**config.mk**
```make
export PLATFORM = sky130hd
export DESIGN_NAME = id_ex_shift_stage
export DESIGN_NICKNAME = d
export VERILOG_FILES = /design/src/rtl/shift_pkg.sv /design/src/rtl/shift_decode.sv /design/src/rtl/id_ex_shift_stage.sv
export SDC_FILE = /design/constraint.sdc
export NUM_CORES = 1
export LEC_CHECK = 0
export BUFFER_PORTS_ARGS = -buffer_cell sky130_fd_sc_hd__buf_4
export CORE_AREA = 5 5 95 97
export CTS_CLUSTER_DIAMETER = 120
export DETAILED_ROUTE_END_ITERATION = 6
export DIE_AREA = 0 0 100 102
export GPL_TIMING_DRIVEN = 0
export MAX_ROUTING_LAYER = met4
export PLACE_DENSITY = 0.74
export SLEW_MARGIN = 5
export SYNTH_ARGS = -nofsm -noshare
export SYNTH_HDL_FRONTEND = slang
export SYNTH_SLANG_ARGS = --single-unit
```
**constraint.sdc**
```tcl
create_clock -name clk -period 1.17 [get_ports clk]
set_input_delay 0.0585 -clock clk [delete_from_list [all_inputs] [get_ports clk]]
set_output_delay 0.0585 -clock clk [all_outputs]
set_load 0.01 [all_outputs]
```
**src/rtl/shift_pkg.sv**
```systemverilog
// Shared encodings for the ID/EX shift stage: shift selects, opcodes, funct fields,
// and the operand resolver used when SHIFT_FWD_EN enables forwarding.
package shift_pkg;
  typedef enum logic [1:0] {
    SH_NONE = 2'b00,
    SH_SLL  = 2'b01,
    SH_SRL  = 2'b10,
    SH_SRA  = 2'b11
  } shift_sel_e;

  localparam logic [6:0] OPC_OP     = 7'b0110011;
  localparam logic [6:0] OPC_OP_IMM = 7'b0010011;
  localparam logic [2:0] F3_SLL     = 3'b001;
  localparam logic [2:0] F3_SR      = 3'b101;
  localparam logic [6:0] F7_BASE    = 7'b0000000;
  localparam logic [6:0] F7_ALT     = 7'b0100000;

  // idx != 0 is checked first, so a matching rd is implicitly nonzero.
  function automatic logic [31:0] resolve_operand(
    input logic [4:0]  idx,
    input logic [31:0] rf_data,
    input logic        ex_we,
    input logic [4:0]  ex_rd,
    input logic [31:0] ex_data,
    input logic        wb_we,
    input logic [4:0]  wb_rd,
    input logic [31:0] wb_data
  );
    if (idx == 5'd0)                  return 32'd0;
    else if (ex_we && (ex_rd == idx)) return ex_data;
    else if (wb_we && (wb_rd == idx)) return wb_data;
    else                              return rf_data;
  endfunction
endpackage

```
**src/rtl/shift_decode.sv**
```systemverilog
// Combinational shift decoder for OP / OP-IMM; flags malformed upper-7 fields.
module shift_decode
  import shift_pkg::*;
(
  input  logic [6:0] opcode,
  input  logic [2:0] funct3,
  input  logic [6:0] funct7,
  output logic [1:0] sel,
  output logic       is_imm,
  output logic       illegal
);
  logic is_shift_op;

  assign is_shift_op = (opcode == OPC_OP) || (opcode == OPC_OP_IMM);
  assign is_imm      = (opcode == OPC_OP_IMM);

  always_comb begin
    sel     = SH_NONE;
    illegal = 1'b0;
    if (is_shift_op) begin
      case (funct3)
        F3_SLL: begin
          if (funct7 == F7_BASE) sel = SH_SLL;
          else                   illegal = 1'b1;
        end
        F3_SR: begin
          if (funct7 == F7_BASE)     sel = SH_SRL;
          else if (funct7 == F7_ALT) sel = SH_SRA;
          else                       illegal = 1'b1;
        end
        default: ;
      endcase
    end
  end
endmodule

```
**src/rtl/id_ex_shift_stage.sv**
```systemverilog
// ID/EX pipeline register for RV32I shifts: decode, operand resolution, one-cycle capture.
// Build option: SHIFT_FWD_EN enables EX/MEM and MEM/WB forwarding of source operands.
module id_ex_shift_stage
  import shift_pkg::*;
(
  input  logic        clk,
  input  logic        rst_n,
  input  logic        in_valid,
  output logic        in_ready,
  input  logic [31:0] instr,
  input  logic [31:0] rs1_data,
  input  logic [31:0] rs2_data,
  input  logic        stall,
  input  logic        flush,
  input  logic        exmem_we,
  input  logic [4:0]  exmem_rd,
  input  logic [31:0] exmem_data,
  input  logic        memwb_we,
  input  logic [4:0]  memwb_rd,
  input  logic [31:0] memwb_data,
  output logic        out_valid,
  output logic [1:0]  shiftSel,
  output logic [31:0] alu_a,
  output logic [31:0] alu_b,
  output logic [4:0]  rd_out,
  output logic        illegal
);
  logic [4:0]  rs1_idx, rs2_idx;
  logic [1:0]  dec_sel;
  logic        dec_imm, dec_illegal;
  logic [31:0] op_a, op_b, nxt_b;

  assign rs1_idx  = instr[19:15];
  assign rs2_idx  = instr[24:20];
  assign in_ready = rst_n && !stall;

  shift_decode u_dec (
    .opcode  (instr[6:0]),
    .funct3  (instr[14:12]),
    .funct7  (instr[31:25]),
    .sel     (dec_sel),
    .is_imm  (dec_imm),
    .illegal (dec_illegal)
  );

`ifdef SHIFT_FWD_EN
  assign op_a = resolve_operand(rs1_idx, rs1_data, exmem_we, exmem_rd, exmem_data,
                                memwb_we, memwb_rd, memwb_data);
  assign op_b = resolve_operand(rs2_idx, rs2_data, exmem_we, exmem_rd, exmem_data,
                                memwb_we, memwb_rd, memwb_data);
`else
  // Forward ports stay on the interface so both builds share one wrapper.
  logic unused_fwd;
  assign unused_fwd = ^{exmem_we, exmem_rd, exmem_data, memwb_we, memwb_rd, memwb_data};
  assign op_a = (rs1_idx == 5'd0) ? 32'd0 : rs1_data;
  assign op_b = (rs2_idx == 5'd0) ? 32'd0 : rs2_data;
`endif

  assign nxt_b = dec_imm ? {27'd0, rs2_idx} : op_b;

  // Operands are sampled only on the capture edge, so a stalled entry is never re-resolved.
  always_ff @(posedge clk or negedge rst_n) begin
    if (!rst_n) begin
      out_valid <= 1'b0;
      shiftSel  <= SH_NONE;
      alu_a     <= 32'd0;
      alu_b     <= 32'd0;
      rd_out    <= 5'd0;
      illegal   <= 1'b0;
    end else if (flush) begin
      out_valid <= 1'b0;
      shiftSel  <= SH_NONE;
      illegal   <= 1'b0;
    end else if (!stall) begin
      out_valid <= in_valid;
      if (in_valid) begin
        shiftSel <= dec_sel;
        alu_a    <= op_a;
        alu_b    <= nxt_b;
        rd_out   <= instr[11:7];
        illegal  <= dec_illegal;
      end
    end
  end
endmodule

```
**Word level (Yosys, flattened, before mapping)**

Index checks and enable logic that the tools add are counted.

- Bits in registers: 73
- Input port bits: 177
- Output and inout port bits: 74
- Word-level logic and storage cells: 44

- Equality and inequality tests: 6
- Multiplexer cells: 21
- Bitwise gates (word level): 2
- Reduce and logical (&&, ||, !) cells: 9

Operator list:

| operator | count |
|---|---|
| two-way mux 32 bit | 3 |
| equality test 7 x 6 -> 1 bit (second input constant) | 2 |
| two-way mux 2 bit | 6 |
| logical NOT 5 bit | 2 |
| two-way mux 1 bit | 10 |
| equality test 7 x 5 -> 1 bit (second input constant) | 1 |
| logical NOT 7 bit | 1 |
| one-hot mux 2 bit (2 select lines) | 1 |
| equality test 3 x 1 -> 1 bit (second input constant) | 1 |
| equality test 3 bit (second input constant) | 1 |
| AND reduction 3 bit | 1 |
| inequality test 2 x 1 -> 1 bit (second input constant) | 1 |
| inverter 1 bit | 2 |
| one-hot mux 1 bit (2 select lines) | 1 |
| AND reduction 2 bit | 1 |
| nonzero test 2 bit | 1 |
| logical AND 1 bit | 1 |
| logical NOT 1 bit | 1 |
| logical OR 1 bit | 1 |

**Logic depth before layout (Yosys ltp)**

- Depth after elaboration: 8
- Mapped depth: 7
- Depth with buffers taken out: 4

**By module**

Synthesis repeated with hierarchy kept, for this count alone.

- Cells, all modules: 329
- Area, all modules: 3,186.8 µm²

Modules (own cells, without submodules):

| module | times used | cells each | area each (µm²) | sequential area each (µm²) |
|---|---|---|---|---|
| id_ex_shift_stage | 1 | 315 | 3,085.5 | 1,826.8 |
| shift_decode | 1 | 14 | 101.3 | 0.0 |

**Worst setup path before layout**

OpenSTA, ideal clock, no wires.

- Path type: input -> register
- Start: in instr[21]
- End: reg alu_b[2]
- Library setup time: 126 ps
- Arrival time: 1,312 ps
- Data required time: 1,044 ps
- Slack: -268 ps
- Stages: 4
- Cell sequence: or4_1 -> o221a_2 -> buf_6 -> a221o_1

- Cells in the longest elaborated chain, start to end: 3

Ends and longest elaborated chain:

| element | RTL line | RTL |
|---|---|---|
| start: declaration | id_ex_shift_stage.sv:10 | `input logic [31:0] instr,` |
| logical NOT 5 bit | id_ex_shift_stage.sv:56 | `assign op_b = (rs2_idx == 5'd0) ? 32'd0 : rs2_data;` |
| two-way mux 32 bit | id_ex_shift_stage.sv:56 |  |
| two-way mux 32 bit | id_ex_shift_stage.sv:59 | `assign nxt_b = dec_imm ? {27'd0, rs2_idx} : op_b;` |
| end signal: assignment | id_ex_shift_stage.sv:79 | `alu_b <= nxt_b;` |
| end: declaration | id_ex_shift_stage.sv:24 | `output logic [31:0] alu_b,` |

No other way between the ends.
A chain may end at the register's enable or synchronous reset.

**Final worst setup path**

- Start: in instr[21]
- End: reg alu_b[31]

Same word-level chain as after synthesis.

==> metrics.md <==
| Metric | Value |
|---|---|
| I/O pin cnt | `251` |
| CP max stage delay | `0.53 ns` |
| Hold WC Path Type | `in2async` |
| Critical path's slowest cell | `or4_4` |
| Max-slew headroom | `0.5512` |
| Number of global-route vias before repair | `roughly 3000` |
| Power per cell area | `1377 nW/um^2` |
| Filler cells | `approximately 600` |
| First-pass GRT wire length | `15.40 mm` |
| Critical path endpoint category | `flop` |
| Post-Syn Area | `2713 sq um` |
| RSZ-0062 raised after global routing | `yes` |
| Detail Route Antenna Nets | `0` |
| Final design utilization | `0.6516` |
| Critical R2R Launch | `alu_b[4]$_DFFE_PN0P_` |
| CP delay by family, top | `simple AND/OR/NAND/NOR gates` |
| Routed wire length | `9.718 mm` |
| Drt first pass iters | `4` |
| Clock Path Buffers | `2` |
| Die Span Y | `102 um` |
| Core box area | `8051 sq um` |
| Commonest non-fill, non-tap cell in the layout | `buf_4` |
| DR DRC count | `0` |
| Hold violation count in the final report | `74` |
| Failing checks | `hold timing, setup timing` |
| Worst-path fanout max | `6` |
| Power, Total | `7.224 mW` |
| Syn nets | `376` |
| Crit path time final | `1.199 ns` |
| Yosys reg bits | `73` |
| Aggregate global routing overflow | `0` |
| Clk sink count | `73` |
| Setup slack after layout | `-0.02914 ns` |
| GPL Wtd Cong | `0.8455` |
| Total CTS buffers | `9` |
| CTS tree | `done` |
| Worst Setup Path Type | `in2reg` |
| Internal Power | `5.352 mW` |
| Most frequent cells in the layout | `172 x buf_4, 75 x dlygate4sd3_1, 73 x dfrtp_1` |
| Non-filler cells, final | `572` |
| Mean Syn Cell Area | `13.63 sq um` |
| Comb pwr share | `0.263` |
| Final Slew Violations | `0` |
| Psw | `1.872 mW` |
| Share of post-route cells with drive strength above 1 | `0.4528` |
| Placed cell count | `478` |
| Root Driver | `clkbuf_8` |
| DR WL/cell | `around 17 um` |
| Initial Util | `0.3369` |
| Maxcap violations | `0` |
| Setup TNS | `-0.09669 ns` |
| Status | `finished, violations left` |
| Largest net degree at the start of global routing | `75` |
| Nets | `638` |
| CTS clk-pin slew, worst paths | `0.07 ns` |
| Clock power frac | `0.302` |
| Required @ worst endpoint | `1.39 ns` |
| Port Buffers | `174` |
| Cell Rows | `33` |
| Area of the die | `10200 sq um` |
| Reg2reg setup slack | `between 0.2 and 0.3 ns` |
| Clock Latency Late Sink | `0.33 ns` |
| GRT Total Usage | `0.1978` |
| CTS hold repair buffers | `75` |
| Layout Area Growth over Synthesis | `93.40%` |
| Post-synthesis sequential area ratio | `0.6734` |
| Hold WS | `-0.2756 ns` |
| 1st-iter DRT viols | `63` |
| RR Endpoint | `alu_b[4]$_DFFE_PN0P_` |
| Worst Max-Slew Pin Slew | `around 0.67 ns` |
| CTS HTree Levels | `3` |
| P_leak | `2.617 nW` |
| Vias per cell | `4.832` |
| Final Cycle Share | `1.025` |
| Distinct cells, synth | `23` |
| Worst reg2reg path depth | `2` |
| Maximum clock rate | `833.9 MHz` |
| Sequential share of power | `0.435` |
| Crit path cell chain | `buf_6 > or4_4 > o221a_4 > bufbuf_16 > a22o_1` |
| Critical Path Start Type | `input pin` |
| DR vias | `approximately 2800` |
| Yosys synthesis warning count | `0` |
| Arr. time, crit path | `1.42 ns` |
| Final setup viols | `6` |
| Buf/Inv on CP | `2` |
| DPL Wire Length | `between 6 and 7 mm` |
| Die width | `100 um` |
| Skew final | `0 ns` |
| Peak VDD IR | `0.0007162 V` |
| Synth Instances | `199` |
| Antenna violations before repair | `0` |
| Net Sw Frac | `0.2591` |
[flip-flops by register name, indices dropped and copies added, names as in the netlist]
name / cells
out_valid: 1
illegal: 1
alu_a: 32
rd_out: 5
alu_b: 32
shiftSel: 2
[worst reg2reg max path, cell delays in order (launching register included)]
cell	delay, ns
dfrtp_1	0.39
and2_1	0.15
a221o_1	0.26
[cell usage after synthesis]
cell | instances | area, sq um
a21oi_1 | 3 | 15.01
xnor2_1 | 1 | 8.760
nand2_1 | 17 | 63.81
inv_1 | 1 | 3.750
a22o_1 | 61 | 534.3
nor3_1 | 2 | 10.01
clkbuf_1 | 3 | 11.26
o21ai_0 | 1 | 5.000
or3_1 | 1 | 6.260
nor2_1 | 4 | 15.01
nand2b_1 | 2 | 12.51
or4_1 | 1 | 7.510
nand3_1 | 1 | 5.000
and2_1 | 5 | 31.28
buf_1 | 5 | 18.77
a221o_1 | 5 | 50.05
buf_2 | 5 | 25.02
nor4_1 | 2 | 12.51
nor4b_1 | 1 | 8.760
nor2b_1 | 3 | 18.77
o221a_2 | 1 | 11.26
buf_6 | 1 | 11.26
dfrtp_1 | 73 | 1827
[logic make-up (layout without fill, tap and decap cells)]
family	after synthesis	after routing	synth area share
DFF	73	73	0.6734
AOI/OAI and AO/OA	71	71	0.2269
and+or+nand+nor	39	39	0.07057
buffers and inverters	15	282	0.02583
xor gates and xnor gates	1	1	0.003229
other	0	1	0
[stage by stage]
| step | cell area [sq um] | setup WS, ns |
|---|---|---|
| 2_1_floorplan | 2730 | -0.1912 |
| 3_3_place_gp | 4168 | -0.6288 |
| 3_5_place_dp | 4168 | -0.6983 |
| 4_1_cts | 5211 | -0.01681 |
| 5_1_grt | 5244 | -0.03637 |
| 6_report | 5246 | -0.02914 |
[metal layers]
layer  global-route usage  part of all wire  up-vias
met5                    -                 0        -
met4              0.06839             0.015        0
met3              0.03618             0.065       15
met2               0.3263              0.50      136
met1               0.2462              0.42     1335
li1                     -                 -     1278
[power by group through the flow]
| stage | clock network, mW | registers (mW) | logic (mW) |
|---|---|---|---|
| 6_report | 2.18 | 3.14 | 1.90 |
| 5_1_grt | 2.36 | 3.19 | 2.04 |
| 4_1_cts | 2.23 | 3.13 | 1.90 |
| 3_5_place_dp | 0 | 3.17 | 1.67 |
| 3_3_place_gp | 0 | 3.16 | 1.65 |
| 2_1_floorplan | 0 | 3.34 | 0.433 |
[final cells by class]
type / count / area [sq um] / area share
Multi-Input combinational cell: 111 / 863.3 / 0.1646
Clock buffer: 12 / 145.1 / 0.02767
Inverter: 1 / 3.754 / 0.0007155
Timing Repair Buffer: 252 / 2120 / 0.4040
Antenna cell: 1 / 2.502 / 0.0004770
Tap cell: 105 / 131.4 / 0.02504
Clock inverter: 4 / 76.32 / 0.01455
Buffer: 13 / 77.57 / 0.01479
Sequential cell: 73 / 1827 / 0.3482
[worst max path at each step]
stage	from	to	slack [ns]	cells past startpoint
floorplan	instr[21]	alu_b[2]$_DFFE_PN0P_	-0.19	4
global placement	in_valid	alu_b[9]$_DFFE_PN0P_	-0.63	7
detailed placement	in_valid	alu_b[14]$_DFFE_PN0P_	-0.70	7
CTS	instr[21]	alu_b[2]$_DFFE_PN0P_	-0.02	5
global route	instr[21]	alu_b[31]$_DFFE_PN0P_	-0.04	5
finish	instr[21]	alu_b[31]$_DFFE_PN0P_	-0.03	5
[what timing repair did]
item	CTS	global route
resized for setup	10	7
pin swaps	2	4
hold endpoints to repair	144	74
setup buffers	2	0
cloned	1	0
endpoints found under the setup margin	66	63
Note: power is estimated with default switching activity, not from simulation.
